**config.mk**
```make
export PLATFORM = sky130hd
export DESIGN_NAME = swap_sort_ctrl
export DESIGN_NICKNAME = d
export VERILOG_FILES = /design/src/rtl/swap_sort_ctrl.sv
export SDC_FILE = /design/constraint.sdc
export NUM_CORES = 1
export LEC_CHECK = 0
export BUFFER_PORTS_ARGS = -buffer_cell sky130_fd_sc_hd__buf_2
export CAP_MARGIN = 5
export CORE_ASPECT_RATIO = 0.6
export CORE_MARGIN = 2
export CORE_UTILIZATION = 40
export CTS_CLUSTER_SIZE = 40
export DETAILED_ROUTE_END_ITERATION = 8
export SYNTH_ARGS = -nofsm -noshare
export SYNTH_HDL_FRONTEND = slang
export SYNTH_SLANG_ARGS = --single-unit
```
**constraint.sdc**
```tcl
create_clock -name clk -period 4.5 [get_ports clk]
set_input_delay 0.45 -clock clk [delete_from_list [all_inputs] [get_ports clk]]
set_output_delay 0.45 -clock clk [all_outputs]
set_load 0.005 [all_outputs]
```
**src/rtl/swap_sort_ctrl.sv**
```systemverilog
// Batch bubble sorter: load DEPTH words, compare-exchange one pair per clock, drain ascending.
// Optional SWAP_CNT_EN adds a saturating per-batch swap counter on swap_cnt.
module swap_sort_ctrl #(
   parameter int WIDTH = 4,
   parameter int DEPTH = 4
) (
   input  logic             clk,
   input  logic             rst_n,
   input  logic             in_valid,
   output logic             in_ready,
   input  logic [WIDTH-1:0] in_data,
   output logic             out_valid,
   input  logic             out_ready,
   output logic [WIDTH-1:0] out_data,
   output logic             busy
`ifdef SWAP_CNT_EN
   ,
   output logic [7:0]       swap_cnt
`endif
);

   localparam int IW = (DEPTH > 2) ? $clog2(DEPTH) : 1;
   localparam logic [IW:0]   J_LIM  = (IW+1)'(DEPTH - 2);
   localparam logic [IW-1:0] P_LIM  = IW'(DEPTH - 2);
   localparam logic [IW-1:0] W_LAST = IW'(DEPTH - 1);

   typedef enum logic [1:0] {
      LOAD  = 2'd0,
      SORT  = 2'd1,
      DRAIN = 2'd2
   } state_t;

   state_t state, state_nxt;

   logic [WIDTH-1:0] mem [DEPTH];
   logic [IW-1:0]    wr_idx;
   logic [IW-1:0]    rd_idx;
   logic [IW-1:0]    j;
   logic [IW-1:0]    j_nx;
   logic [IW-1:0]    pass;
   logic [IW:0]      jp;
   logic             swapped;
   logic             do_swap;
   logic             pass_end;
   logic             last_pass;
   logic             load_done;
   logic             sort_done;
   logic             drain_done;

   assign j_nx      = j + IW'(1);
   assign jp        = {1'b0, j} + {1'b0, pass};
   assign do_swap   = (state == SORT) && (mem[j] > mem[j_nx]);
   // pass ends once j reaches DEPTH-2-pass
   assign pass_end  = (jp >= J_LIM);
   assign last_pass = (pass == P_LIM);

   assign load_done  = (state == LOAD) && in_valid && (wr_idx == W_LAST);
   assign sort_done  = (state == SORT) && pass_end &&
                       (!(swapped || do_swap) || last_pass);
   assign drain_done = (state == DRAIN) && out_ready && (rd_idx == W_LAST);

   always_comb begin
      state_nxt = state;
      unique case (1'b1)
         load_done:  state_nxt = SORT;
         sort_done:  state_nxt = DRAIN;
         drain_done: state_nxt = LOAD;
         default:    state_nxt = state;
      endcase
   end

   assign in_ready  = (state == LOAD);
   assign out_valid = (state == DRAIN);
   assign busy      = (state == SORT);
   assign out_data  = out_valid ? mem[rd_idx] : '0;

   always_ff @(posedge clk or negedge rst_n) begin
      if (!rst_n) begin
         state   <= LOAD;
         wr_idx  <= '0;
         rd_idx  <= '0;
         j       <= '0;
         pass    <= '0;
         swapped <= 1'b0;
         for (int i = 0; i < DEPTH; i++) mem[i] <= '0;
      end else begin
         state <= state_nxt;
         unique case (state)
            LOAD: begin
               if (in_valid) begin
                  mem[wr_idx] <= in_data;
                  if (wr_idx == W_LAST) begin
                     wr_idx  <= '0;
                     j       <= '0;
                     pass    <= '0;
                     swapped <= 1'b0;
                  end else begin
                     wr_idx <= wr_idx + IW'(1);
                  end
               end
            end
            SORT: begin
               if (do_swap) begin
                  mem[j]    <= mem[j_nx];
                  mem[j_nx] <= mem[j];
                  swapped   <= 1'b1;
               end
               if (!pass_end) begin
                  j <= j_nx;
               end else if (!sort_done) begin
                  pass    <= pass + IW'(1);
                  j       <= '0;
                  swapped <= 1'b0;
               end
            end
            DRAIN: begin
               if (out_ready) begin
                  rd_idx <= drain_done ? '0 : rd_idx + IW'(1);
               end
            end
            default: ;
         endcase
      end
   end

`ifdef SWAP_CNT_EN
   always_ff @(posedge clk or negedge rst_n) begin
      if (!rst_n) begin
         swap_cnt <= 8'd0;
      end else if (load_done) begin
         swap_cnt <= 8'd0;
      end else if (do_swap && (swap_cnt != 8'hFF)) begin
         swap_cnt <= swap_cnt + 8'd1;
      end
   end
`endif

endmodule

```
==> flow_metrics.tcl <==
set metrics [dict create \
    run_status "finished clean" \
    numCtsBuffers 3 \
    cts-resized-gates 0 \
    coreArea_sq_mm 0.00560 \
    swShare_pct 52.8 \
    irDropWorstVdd_v 0.000323 \
    htree_levels 1 \
    ys_warn_count 0 \
    pwr-share-clk_pct 7.6 \
    worstMarginPinSlew_ns 0.667 \
    placementRows 21 \
    netlist_top_cells_count "nand2_1, dfrtp_1, ha_1, inv_1, mux2i_1" \
    yosys.area_share.simple_pct 16.0 \
    clockBufferDepth 2 \
    rsz0062_at_grt "no" \
    maxCapViolCount 0 \
    synth_compound_area_share_pct 23.1 \
    syn_area_sq_mm 0.00233 \
    yosys.area_share.adder_pct 8.38 \
    viasPerCell 6.13 \
    post_cts_buffers 0 \
    io_buffers 14 \
    overflow 0 \
    crit_path_end_kind "register" \
    setup_viol 0 \
    fin_setup_tns_ns 0 \
    worst_slack_ns 1.04 \
    netlist_instances 247 \
    synthMuxAreaShare_pct 18.1 \
    critical_path_arrival_ns 3.64 \
    dp_hpwl_um 5070 \
    syn_area_per_cell_sq_um 9.43 \
    drcViolationCount 0 \
    die_h_um 63.1 \
    dp.cells 329 \
    synth_top_family_by_area "compound AO/OA/AOI/OAI gates" \
    ys_seq_elements 27 \
    drt_first_pass_iters 5 \
    rr_worst_depth 10 \
    holdBufCountCts 0 \
    switchingPower_uw 1110 \
    slew_viol_final 0 \
    vias 2042 \
    ios 15 \
    synthArstFlopShare_pct 100 \
    worst-setup-path-type "register to register" \
    final_nets 277 \
    dr.first_iter.drc_count 155 \
    relSlewSlack_pct 55.5 \
    drtAntennaViolNets 0 \
    synth_area_leader_cell "dfrtp_1" \
    synthXorXnorAreaFrac_pct 0 \
    clkSinkCount 27 \
    hold_viol 0 \
    initial_core_util_pct 41.6 \
    die-area_sq_mm 0.00647 \
    wl_per_cell_um 19.8 \
    r2r-end "state[0]$_DFFE_PN0P_" \
    ys_seq_area_share_pct 29.0 \
    synth.distinct_cells 48 \
    die_x_um 103 \
    grt_pass1_wl_um 10700 \
    pwr-share-comb_pct 66.8 \
    layout.cells.non_filler 333 \
    antenna_found_initial 0 \
    grt_max_degree 28 \
    fmax_mhz 289 \
    power_density_mw_per_mm2 841 \
    cts_tree "built" \
    hold_path_class "input pin to async pin" \
    min_period_over_period_pct 76.9 \
    path_clk_slew_ns 0.11 \
    clk_latency_ns 0.29 \
    yosysMostFrequentCell "nand2_1" \
    period_minus_slack_ns 3.46 \
    pre_cts_ws_ns 1.13 \
    wirelength_um 6580 \
    yosys_most_used_dff "dfrtp_1" \
    synth_fp_nets 270 \
    area_growth_pct 6.88 \
    grt_pass1_vias 1901 \
    p_int_uw 988 \
    gp_congestion 0.919 \
    ys_top_cells_by_area "dfrtp_1, ha_1, mux4_2, mux2i_1, mux2_2" \
    drive_gt1_share_pct 19.4 \
    cts-root-buf "clkbuf_8" \
    synth_edf_count 0 \
    cp-start-kind "register" \
    skew_ns 0.00256 \
    synth_top_area_share_pct 29.0 \
    track_usage_pct 22.1 \
    rrSetupSlack_ns 1.04 \
    cp_max_fo 10 \
    cp.required_ns 4.68 \
    seqPwrFrac_pct 25.6 \
    critPathLaunch "j[1]$_DFFE_PN0P_" \
    n_antenna_cell 0 \
    power.leakage_uw 0.00106 \
    r2r-start "j[1]$_DFFE_PN0P_" \
]
## worst max-delay path, stage by stage (launching register included)
cell      delay [ns]
dfrtp_1         0.61
inv_1           0.18
ha_1            0.50
mux2i_1         0.36
inv_1           0.08
ha_1            0.29
nor2b_1         0.14
o211ai_1        0.53
a211oi_1        0.25
nor2_1          0.33
nor2_1          0.08
## cell families (layout without fill, tap and decap cells)
kind of cell | after synthesis | in the layout
DFF | 27 | 27
and+or+nand+nor | 76 | 76
muxes | 32 | 32
adders and majority gates | 15 | 15
AOI/OAI and AO/OA | 69 | 69
buffers and inverters | 28 | 34
## through the flow
step | total power [uW] | hold slack (ns) | util [%] | instance area [sq um]
6_report | 2090 | 0.178 | 44.5 | 2490
5_1_grt | 2260 | 0.230 | 44.5 | 2490
4_1_cts | 2060 | 0.209 | 44.5 | 2490
3_5_place_dp | 1900 | 0.506 | 43.6 | 2440
3_3_place_gp | 1890 | 0.491 | 43.6 | 2440
2_1_floorplan | 1550 | 0.154 | - | 2330
## state kept, by name (all words and copies together) (netlist names)
signal	cells
pass	2
rd_idx	2
state	2
j	2
swapped	1
mem	16
wr_idx	2
## how the worst max path moves through the flow
stage	depth (start not counted)	endpoint	slack, ns
finish	10	state[0]$_DFFE_PN0P_	1.04
global route	10	state[0]$_DFFE_PN0P_	0.83
CTS	10	mem[11]$_DFFE_PN0P_	1.11
detailed placement	10	mem[11]$_DFFE_PN0P_	1.13
global placement	9	mem[13]$_DFFE_PN0P_	1.31
floorplan	13	mem[11]$_DFFE_PN0P_	1.28
## layout make-up
class	instances	area, sq um
Clock buffer	3	41.3
Clock inverter	1	8.76
Fill cell	550	3110
Inverter	15	58.8
Multi-Input combinational cell	192	1530
Sequential cell	27	676
Tap cell	80	100
Timing Repair Buffer	15	77.6
## layout by cell type (no fill, tap or decap), drive strengths merged, types with 2 or more instances in the layout
cell type and count:
nand2 31, dfrtp 27, inv 16, o21ai 16, buf 15, mux2i 14, ha 14, nor2 13
mux2 11, nand3 10, a21oi 10, mux4 7, o22ai 7, a32oi 6, a31oi 6, a21o 5
and2 4, nor2b 4, nor3 4, o211ai 3, and3 3, clkbuf 3, nand2b 3, a221oi 3
o32a 3, o2bb2ai 2, o221ai 2
## metal layers
metal	global-route usage (%)	routed length (um)	up-vias
li1	-	-	932
met1	36.5	3220	990
met2	27.4	2420	114
met3	8.10	901	6
met4	2.50	35	0
met5	0	0	-
## power by group through the flow
stage	combinational, uW	sequential, uW	clock, uW
after floorplan	1110	443	0
after global placement	1350	532	0
after detailed placement	1370	530	0
after CTS	1370	524	165
after global routing	1540	549	175
final	1400	536	158
Note: power is estimated with default switching activity, not from simulation.
